===== src/rtl/chip8_keypad.sv =====
// 4x4 CHIP-8 hex keypad scanner with per-key debounce and a one-cycle key event.
// Define CHIP8_KEYPAD_RELEASE_EVENT_EN to raise key_event on release instead of press.
module chip8_keypad #(
   parameter int SCAN_DIV       = 25_000,
   parameter int DEBOUNCE_SCANS = 4
) (
   input  logic        clk,
   input  logic        reset,
   input  logic [3:0]  row_in,
   output logic [3:0]  col_out,
   output logic [15:0] keys,
   output logic        key_event,
   output logic [3:0]  key_code
);

   localparam int                 DWELL_W    = (SCAN_DIV > 1) ? $clog2(SCAN_DIV) : 1;
   localparam logic [DWELL_W-1:0] DWELL_LAST = DWELL_W'(SCAN_DIV - 1);
   // cnt+1 == DEBOUNCE_SCANS is tested as cnt == DEBOUNCE_SCANS-1 to stay in 4 bits
   localparam logic [3:0]         CNT_LAST   = 4'(DEBOUNCE_SCANS - 1);

   function automatic logic [3:0] key_at(input logic [1:0] r, input logic [1:0] c);
      logic [3:0] k;
      case ({r, c})
         4'b00_00: k = 4'h1;
         4'b00_01: k = 4'h2;
         4'b00_10: k = 4'h3;
         4'b00_11: k = 4'hC;
         4'b01_00: k = 4'h4;
         4'b01_01: k = 4'h5;
         4'b01_10: k = 4'h6;
         4'b01_11: k = 4'hD;
         4'b10_00: k = 4'h7;
         4'b10_01: k = 4'h8;
         4'b10_10: k = 4'h9;
         4'b10_11: k = 4'hE;
         4'b11_00: k = 4'hA;
         4'b11_01: k = 4'h0;
         4'b11_10: k = 4'hB;
         default:  k = 4'hF;
      endcase
      return k;
   endfunction

   function automatic logic [3:0] lowest_key(input logic [15:0] mask);
      logic [3:0] k;
      k = 4'h0;
      for (int i = 15; i >= 0; i--) begin
         if (mask[i]) k = 4'(i);
      end
      return k;
   endfunction

   logic [3:0]         row_p0;
   logic [3:0]         row_p1;
   logic [DWELL_W-1:0] dwell;
   logic [1:0]         col_idx;
   logic               sample;
   logic [3:0]         cnt     [16];
   logic [3:0]         cnt_nxt [16];
   logic [15:0]        keys_nxt;
   logic [15:0]        evt_mask;

   assign sample = (dwell == DWELL_LAST);

   // Debounce evaluation for the four keys of the driven column on its sample cycle
   always_comb begin
      logic [3:0] k;
      logic       raw;
      k        = 4'h0;
      raw      = 1'b0;
      keys_nxt = keys;
      cnt_nxt  = cnt;
      evt_mask = '0;
      if (sample) begin
         for (int r = 0; r < 4; r++) begin
            k   = key_at(2'(r), col_idx);
            raw = ~row_p1[r];
            if (raw == keys[k]) begin
               cnt_nxt[k] = 4'h0;
            end else if (cnt[k] == CNT_LAST) begin
               cnt_nxt[k]  = 4'h0;
               keys_nxt[k] = raw;
`ifdef CHIP8_KEYPAD_RELEASE_EVENT_EN
               evt_mask[k] = ~raw;
`else
               evt_mask[k] = raw;
`endif
            end else begin
               cnt_nxt[k] = cnt[k] + 4'h1;
            end
         end
      end
   end

   always_ff @(posedge clk) begin
      if (reset) begin
         row_p0    <= 4'hF;
         row_p1    <= 4'hF;
         dwell     <= '0;
         col_idx   <= 2'd0;
         col_out   <= 4'b1110;
         keys      <= '0;
         key_event <= 1'b0;
         key_code  <= 4'h0;
         for (int i = 0; i < 16; i++) cnt[i] <= 4'h0;
      end else begin
         // p0/p1: two-flop synchronizer for the asynchronous rows
         row_p0 <= row_in;
         row_p1 <= row_p0;
         if (sample) begin
            dwell   <= '0;
            col_idx <= col_idx + 2'd1;
            col_out <= ~(4'b0001 << (col_idx + 2'd1));
         end else begin
            dwell   <= dwell + 1'b1;
         end
         keys      <= keys_nxt;
         cnt       <= cnt_nxt;
         key_event <= |evt_mask;
         if (|evt_mask) key_code <= lowest_key(evt_mask);
      end
   end

endmodule


===== config.mk =====
export PLATFORM = sky130hd
export DESIGN_NAME = chip8_keypad
export DESIGN_NICKNAME = d
export VERILOG_FILES = /design/src/rtl/chip8_keypad.sv
export SDC_FILE = /design/constraint.sdc
export NUM_CORES = 1
export LEC_CHECK = 0
export ABC_AREA = 1
export BUFFER_PORTS_ARGS = -buffer_cell sky130_fd_sc_hd__buf_2
export CORE_UTILIZATION = 25
export DETAILED_ROUTE_END_ITERATION = 8
export PLACE_DENSITY = 0.37
export SLEW_MARGIN = 20
export SYNTH_ARGS = -nofsm -noshare
export SYNTH_HDL_FRONTEND = slang
export SYNTH_SLANG_ARGS = --single-unit

===== constraint.sdc =====
create_clock -name clk -period 3.5 [get_ports clk]
set_input_delay 0.175 -clock clk [delete_from_list [all_inputs] [get_ports clk]]
set_output_delay 0.175 -clock clk [all_outputs]
set_load 0.05 [all_outputs]

# Word level (Yosys, flattened, before mapping)
# Cells that the tools add are included.
# word_totals
regBits,114
in_bits,6
out_inout_bits,25
# classes
add_sub_neg,6
magnitude_cmp,16
n_eq_ne,12
shift,1
n_mux,105
n_bitwise,18
reduce_logical,11
# op_table
cell,n
$mux 64,11
$mux 16,23
$and 64x64->64,4
$bwmux 64,4
$not 64->64,4
$mux 4,32
$bwmux 16,7
$bmux 4 s4,4
$demux 4 s4,4
$pmux 4 s4,3
$ge 5x5->1 const B,4
$lt 4x5->1 const B,4
$lt 5x1->1 const B,4
$not 4->5,4
$add 4x1->4 const B,4
$and 16x16->16,1
$bmux 1 s4,4
$demux 1 s4,4
$eq 4x2->1 const B,4
$ge 4x1->1 const B,4
$reduce_or 16->1,1
$add 15x1->15 const B,1
$eq 15x15->1 const B,1
$pmux 4 s3,1
other kinds (11),32

# Depth between registers and ports, before layout
# Gate-level depths: netlist (run 1).
# depth
ltp_word,39
depth_mapped,37
ltp_nobuf,34

# Worst setup path after synthesis (run 1)
# Ideal clock, no wire load.
# synth_path
path_kind,register to register
from,reg col_idx[0]
to,reg key_code[1]
arrival_ns,3.520
t_required_ns,3.383
path_slack_ns,-0.137
stages_incl_launch_ff,29
path_buffers,2
synth_period_minus_slack_ns,3.637
cell_sequence,dfxtp_1 inv_1 buf_2 ha_1 nor2_2 clkbuf_1 a21oi_1 o21ai_0 a21oi_1 inv_1 nand2_1 inv_1 ha_1 nand3_1 nor2_4 inv_2 nor2_2 inv_2 nor2_2 inv_2 nand3_1 o22ai_1 nor2_2 nand2_1 nor2_1 a21oi_2 and2_1 nand2_1 o21ai_2
# synth_via
elab_chain_cells,39
# synth_lines
item,line_no,text
from (decl),56,logic [1:0] col_idx;
from (signal assigned),112,col_idx <= col_idx + 2'd1;
$eq 2x2->1 (tied with other cells),23,"case ({r, c})"
$pmux 4 s4,23,
$mux 4,74,if (sample) begin
$lt 4x5->1 (not written as such) (tied with other cells),86,evt_mask[k] = raw;
$logic_and 1x1->1 (not written as such) or $bmux 4 s4 (tied branches),"86, 80",
$mux 1 (not written as such) or $mux 4 (tied branches),"86, 80",
$demux 1 s4 or $mux 4 (tied branches),"86, 80",
$and 16x16->16 (no line) or $eq 4x2->1 (tied branches),--,
[8 not listed],--,
$mux 16,80,end else if (cnt[k] == CNT_LAST) begin
$mux 16,78,if (raw == keys[k]) begin
$mux 16,74,
$bwmux 16,86,
$mux 16,80,
$mux 16 *,78,
$mux 16 *,74,
$mux 4 (16 in series),48,if (mask[i]) k = 4'(i);
to (signal assigned),120,if (|evt_mask) key_code <= lowest_key(evt_mask);
to (decl),13,output logic [3:0] key_code
# Mark *: on every way between the ends. The rest lies on a longest branch, timed or not. The select of a mux whose other input is x is not followed.
# A chain may end at the register's enable or synchronous reset.

# Final worst setup path (run 1)
# layout_path
from,reg col_idx[0]
to,reg cnt[59] (netlist name)
# layout_via
elab_chain_cells,24
# layout_lines
item,line_no,text
"parallel branches: the longest is 23 deep, another holds $add 4x1->4",--,
$mux 64 *,78,
to (signal assigned),118,cnt <= cnt_nxt;
to (decl),58,logic [3:0] cnt [16];
# Mark *: on every way between the ends. The select of a mux whose other input is x is not followed.

==> results of run 1 <==
-- worst min path at each step --
stage | depth (start not counted) | slack (ns) | endpoint | from
4_1_cts | 2 | 0.13 | cnt[61]$_SDFFE_PP0N_ | reset
3_5_place_dp | 2 | 0.36 | row_p0[2]$_SDFF_PP1_ | row_in[2]
3_3_place_gp | 2 | 0.36 | row_p0[1]$_SDFF_PP1_ | row_in[1]
2_1_floorplan | 1 | 0.28 | row_p0[0]$_SDFF_PP1_ | row_in[0]
5_1_grt | 2 | 0.17 | cnt[61]$_SDFFE_PP0N_ | reset
6_report | 2 | 0.14 | cnt[61]$_SDFFE_PP0N_ | reset
-- registers in the layout, indices dropped and copies added, names as in the netlist --
register   cells
cnt           64
col_idx        2
col_out        4
dwell         15
key_code       4
key_event      1
keys          16
row_p0         4
row_p1         4
-- per-stage QoR --
stage / total power, mW / instance area, µm² / setup slack (ns)
detailed placement: 1.42 / 8570 / -0.314
CTS: 3.20 / 9290 / 0.0197
global route: 3.27 / 9750 / -0.0705
global placement: 1.42 / 8570 / -0.318
floorplan: 1.38 / 7120 / 0.0175
finish: 3.17 / 9750 / 0.0977
-- layout by cell type, fill, tap and decap left out, types with 13 or more instances in the layout --
| cell type | netlist | final |
|---|---|---|
| o21ai_0 | 119 | 108 |
| buf_4 | 4 | 148 |
| buf_2 | 11 | 30 |
| nor3_1 | 13 | 13 |
| nand2_1 | 215 | 210 |
| a21oi_1 | 102 | 99 |
| nor2_4 | 4 | 15 |
| nor2_1 | 82 | 74 |
| dfxtp_1 | 114 | 112 |
| inv_2 | 20 | 19 |
| inv_1 | 112 | 109 |
| nand3_1 | 63 | 58 |
| o211ai_1 | 21 | 21 |
| clkbuf_16 | 0 | 17 |
| o21ai_1 | 13 | 16 |
-- cell type report --
class                   count  area [µm²]
inverters                 135         534
clock inverters            15         150
well taps                 378         473
flip-flops and latches    114        2290
multi-input cells         786        4400
repair buffers            197        1480
clock buffers              17         425
fillers                  3040       18100
diodes                      1        2.50
-- Yosys cell counts (all sizes together) (4+ instances only) --
master	number	area, µm²
a211oi	4	30.0
a21oi	103	519
a221oi	11	96.3
a22oi	5	42.5
a31oi	7	43.8
a32o	4	40.0
a32oi	5	43.8
buf	22	134
clkbuf	26	97.6
dfxtp	114	2280
ha	13	163
inv	134	508
nand2	225	885
nand3	64	325
nand4	12	75.1
nor2	100	440
nor3	13	65.1
nor4	5	31.3
o2111ai	4	35.0
o211ai	23	183
o21ai	135	687
o221ai	5	43.8
o22ai	12	75.1
or2	10	62.6
xnor2	4	35.0
xor2	5	43.8
-- kinds of logic (layout without fill, tap and decap cells) --
family          count (synthesis)  in the layout
compound gates                328            328
xor+xnor                        9              9
fa+ha+maj                      13             13
buf+inv                       183            364
flops                         114            114
other cells                     0              1
simple gates                  434            436
-- per-layer routing --
layer	track usage [%]	vias to the layer above
li1	-	4031
met1	31.6	3838
met2	35.2	240
met3	3.08	46
met4	7.60	0
met5	0	-
-- where the power goes --
part	internal [mW]	total, mW	switching [mW]
clock network	1.00	1.78	0.777
logic	0.0269	0.0812	0.0544
registers	1.30	1.31	0.00623
total	2.33	3.17	0.838
-- what timing repair did --
action | CTS | global route
hold buffers | 4 | 0
endpoints found under the hold margin | 4 | 0
pin swaps | 4 | 28
setup endpoints to repair | 5 | 15
gates resized for setup | 19 | 83
gates cloned | 0 | 2
buffers inserted | 6 | 17
==> impl_metrics.json, run 1 <==
{
  "drt_first_iter_violations": 672,
  "dr_wl_met2_um": 14400,
  "critical_path_class": "register to register",
  "hold_viol_final": 0,
  "cts_tree": "built",
  "drive_above_1_share_pct": 26.7,
  "path_common_cell": "buf_4",
  "startpoint": "col_idx[0]$_SDFFE_PP0N_",
  "worst-path-buf-inv": 12,
  "synth_edf_count": 0,
  "clock_latency_ns": 0.44,
  "post-route-drc-count": 0,
  "cts.htree.levels": 4,
  "rows": 61,
  "startpoint_type": "register",
  "setup_viol": 0,
  "die_area_mm2": 0.0291,
  "die_width_um": 171,
  "grt_max_degree": 32,
  "initial_core_util_pct": 25.5,
  "postSynthAreaPerCell_um2": 6.58,
  "globalRoute.totalOverflow": 0,
  "wl_um": 32600,
  "synth_compound_area_share_pct": 27.1,
  "final_cells": 1643,
  "numPortBuffers": 30,
  "num_vias": 8155,
  "worst_slew_pin_slew_ns": 0.540,
  "dpl.hpwl_um": 24500,
  "area_delta_synth_final_pct": 37.1,
  "clk_pin_slew_ns": 0.06,
  "synth_top_family_by_area": "compound AO/OA/AOI/OAI gates",
  "async_reset_ff_share_pct": 0,
  "power.density_mw_per_mm2": 325,
  "die_h_um": 171,
  "synth.distinct_cells": 56,
  "ant_nets": 0,
  "ff2ff_path_depth": 25,
  "synthMuxAreaShare_pct": 0,
  "m1WireLength_um": 15700,
  "cp.required_ns": 3.81,
  "cts_num_sinks": 114,
  "ir_worst_vdd_mv": 0.289,
  "yosysSeqAreaShare_pct": 32.1,
  "critPathMaxFanout": 6,
  "dpl.cell_count": 1582,
  "grt_usage_pct": 22.5,
  "tns_ns": 0,
  "worstPathArrival_ns": 3.71,
  "core_area_mm2": 0.0279,
  "nets": 1270,
  "syn_area_mm2": 0.00711,
  "root_buffer": "clkbuf_16",
  "cp.depth": 25,
  "ff2ff_setup_slack_ns": 0.1,
  "holdWs_ns": 0.136,
  "finClkSkew_ns": 0.0159,
  "ios": 31,
  "worstSetupEndpointType": "register",
  "critPathTopFamily": "buffers and inverters",
  "syn_nets": 1100,
  "ys.flop_type": "dfxtp_1",
  "endpoint": "cnt[59]$_SDFFE_PP0N_",
  "grt_pass1_vias": 7660,
  "timing.rr.start": "col_idx[0]$_SDFFE_PP0N_",
  "rsz0062_at_grt": "yes",
  "timing.fmax_ghz": 0.294,
  "r2r_end": "cnt[59]$_SDFFE_PP0N_",
  "finalCritPeriodShare_pct": 97.2,
  "vias_per_cell": 4.96,
  "first_pass_iters": 7,
  "leakagePower_nw": 4.02,
  "status": "finished clean",
  "syn_inst": 1081,
  "cts_max_path_buffers": 2,
  "max_cap_viol_count": 0,
  "wl_met3_um": 1640,
  "cts_buffers": 17,
  "final_core_util_pct": 35.0,
  "synth_fa_ha_area_share_pct": 2.29,
  "crit_slowest_cell": "dfxtp_4",
  "dr.max_layer_used": "met4",
  "antenna_found_initial": 0,
  "fin_crit_ns": 3.40,
  "hold_class": "input port to register",
  "yosysWarnings": 0,
  "grt_pass1_wl_um": 48000,
  "yosys.area_share.simple_pct": 27.0,
  "wl_per_cell_um": 19.8,
  "synth_xor_area_share_pct": 1.11,
  "max_stage_delay_ns": 0.38,
  "slew_viol_final": 0,
  "relSlewSlack_pct": 64.0,
  "ys_ff_latch": 114,
  "place_congestion": 0.910
}
Note: power is estimated with default switching activity, not from simulation.
==> run 2, diff against run 1 <==
--- a/config.mk
+++ b/config.mk
@@ -9,7 +9,6 @@
 export BUFFER_PORTS_ARGS = -buffer_cell sky130_fd_sc_hd__buf_2
 export CORE_UTILIZATION = 25
 export DETAILED_ROUTE_END_ITERATION = 8
-export PLACE_DENSITY = 0.37
 export SLEW_MARGIN = 20
 export SYNTH_ARGS = -nofsm -noshare
 export SYNTH_HDL_FRONTEND = slang
==> constraint.sdc (replaced) <==
create_clock -name clk -period 3.5 [get_ports clk]
set_input_delay 0.525 -clock clk [delete_from_list [all_inputs] [get_ports clk]]
set_output_delay 0.525 -clock clk [all_outputs]
set_load 0.05 [all_outputs]
==> run 2 against run 1 <==
Critical path depth shrank 2; utilization shrank 1.0 points; via count shrank 0.26%; non-clock buffer count shrank 28; sequential share of layout area grew 0.71 points; sequential power is essentially flat; total power grew 0.16%; sequential cell count is the same; critical endpoint is now key_code[1]$_SDFFE_PP0P_; highest routed layer unchanged.
==> impl_metrics.json, run 2 (synthesis gave the netlist of run 1 again) <==
{
  "ant_nets": 0,
  "rows": 61,
  "dpl.hpwl_um": 20900,
  "grt_usage_pct": 19.6,
  "finalPower_mw": 3.17,
  "core_area_mm2": 0.0279,
  "finalCritPeriodShare_pct": 95.9,
  "num_vias": 8134,
  "cts_num_sinks": 114,
  "drt_first_iter_violations": 852,
  "leakagePower_nw": 3.86,
  "grt_pass1_vias": 7745,
  "reg_top3": "cnt (64), keys (16), dwell (15)",
  "hold_class": "input port to register",
  "cts_buffers": 17,
  "postLayoutCellArea_mm2": 0.00947,
  "largest_reg_flops": 64,
  "ios": 31,
  "grt_max_degree": 32,
  "startpoint_type": "register",
  "dpl.cell_count": 1558,
  "wl_um": 28300,
  "antenna_found_initial": 0,
  "max_cap_viol_count": 0,
  "internal_power_mw": 2.42,
  "cts_tree": "built",
  "timing.fmax_ghz": 0.298,
  "globalRoute.totalOverflow": 0,
  "setup_viol": 0,
  "fin_crit_ns": 3.36,
  "post-route-drc-count": 0,
  "worstPathArrival_ns": 3.68,
  "p_switching_mw": 0.755,
  "clock_latency_ns": 0.43,
  "final_core_util_pct": 34.0,
  "tns_ns": 0,
  "ff2ff_setup_slack_ns": 0.14,
  "final_common_cell": "nand2_1",
  "cts_max_path_buffers": 2,
  "worstHoldPathCells": 2,
  "ff2ff_path_depth": 23,
  "place_ws_ns": -0.120,
  "grt_pass1_wl_um": 43000,
  "vias_per_cell": 5.04,
  "relSlewSlack_pct": 34.4,
  "initial_core_util_pct": 25.5,
  "clk_pin_slew_ns": 0.06,
  "seqPwrFrac_pct": 41.3,
  "status": "finished clean",
  "nets": 1241,
  "power.density_mw_per_mm2": 335,
  "die_h_um": 171,
  "placed_cell_area_mm2": 0.00840,
  "timing.rr.start": "col_idx[1]$_SDFFE_PP0N_",
  "first_pass_iters": 6,
  "holdWs_ns": 0.276,
  "finClkSkew_ns": 0.0127,
  "wl_per_cell_um": 17.5,
  "worstSetupEndpointType": "register",
  "drive_above_1_share_pct": 24.2,
  "min_from": "row_in[1]",
  "cts.htree.levels": 4,
  "hold_end": "row_p0[1]$_SDFF_PP1_",
  "clkPwrFrac_pct": 56.6,
  "diodes": 0,
  "cp.required_ns": 3.82,
  "final_cells": 1613,
  "worst_slew_pin_slew_ns": 0.983,
  "ir_worst_vdd_mv": 0.197,
  "fin_ws_ns": 0.144,
  "top_register": "cnt",
  "area_delta_synth_final_pct": 33.2,
  "combPwrFrac_pct": 2.2,
  "numPortBuffers": 30,
  "root_buffer": "clkbuf_16",
  "swShare_pct": 23.8,
  "hold_viol_final": 0,
  "critPathMaxFanout": 8,
  "critical_path_class": "register to register",
  "slew_viol_final": 0,
  "layout_common_cells": "nand2_1 (212), buf_4 (129), dfxtp_1 (112), inv_1 (107), o21ai_0 (104)",
  "die_area_mm2": 0.0291,
  "place_congestion": 1.02,
  "die_width_um": 171,
  "r2r_end": "key_code[1]$_SDFFE_PP0P_"
}
[run 2: final cells by class]
type                       count  area [µm²]
fill                        2960       18400
clock buffer                  19         453
inverter                     135         532
tap                          378         473
timing repair buffer         169        1280
sequential                   114        2290
multi-input combinational    785        4290
clock inverter                13         151
[run 2: how the worst max path moves through the flow]
stage | start | to | slack [ns]
after floorplan | col_idx[1]$_SDFFE_PP0N_ | key_code[1]$_SDFFE_PP0P_ | 0.02
after global placement | col_idx[0]$_SDFFE_PP0N_ | key_code[0]$_SDFFE_PP0P_ | -0.13
after detailed placement | col_idx[0]$_SDFFE_PP0N_ | key_code[1]$_SDFFE_PP0P_ | -0.12
after CTS | col_idx[0]$_SDFFE_PP0N_ | key_code[0]$_SDFFE_PP0P_ | 0.02
after global routing | col_idx[0]$_SDFFE_PP0N_ | key_code[0]$_SDFFE_PP0P_ | -0.04
final | col_idx[1]$_SDFFE_PP0N_ | key_code[1]$_SDFFE_PP0P_ | 0.14
[run 2: worst max-delay path, cell delays in order, from the launching register on]
cell      delay, ns
dfxtp_4        0.37
inv_4          0.09
ha_4           0.17
buf_4          0.20
nand2_1        0.16
inv_1          0.12
nand2_1        0.12
o211ai_1       0.15
ha_1           0.21
nand2_1        0.10
nor2_4         0.21
nand4_1        0.19
nand2_1        0.12
inv_1          0.06
a21oi_2        0.14
or2_1          0.13
nand2_1        0.07
nor2_1         0.14
inv_2          0.05
nor2_2         0.12
a21oi_2        0.07
and2_1         0.16
nand2_1        0.07
o21ai_2        0.05
[run 2: repair_timing]
| item | 4_1_cts | 5_1_grt |
|---|---|---|
| setup endpoints to repair | 3 | 17 |
| setup buffers | 1 | 21 |
| cloned | 0 | 2 |
| resized for setup | 5 | 77 |
| hold buffers | 0 | 0 |
| endpoints found under the hold margin | 0 | 0 |
| pin swaps | 1 | 25 |
[run 2: metal layers]
layer	vias to the layer above	share of wire (%)	track usage, %
met4	0	4.8	11.6
met5	-	0	0
met2	319	46	31.3
met1	3769	44	24.8
li1	3976	-	-
met3	70	6.1	3.28
[run 2: power groups by stage]
stage / clock [mW] / sequential, mW / combinational (mW)
after floorplan: 0 / 1.34 / 0.0411
after global placement: 0 / 1.34 / 0.0669
after detailed placement: 0 / 1.34 / 0.0674
after CTS: 1.81 / 1.31 / 0.0679
after global routing: 1.86 / 1.31 / 0.0755
final: 1.79 / 1.31 / 0.0684
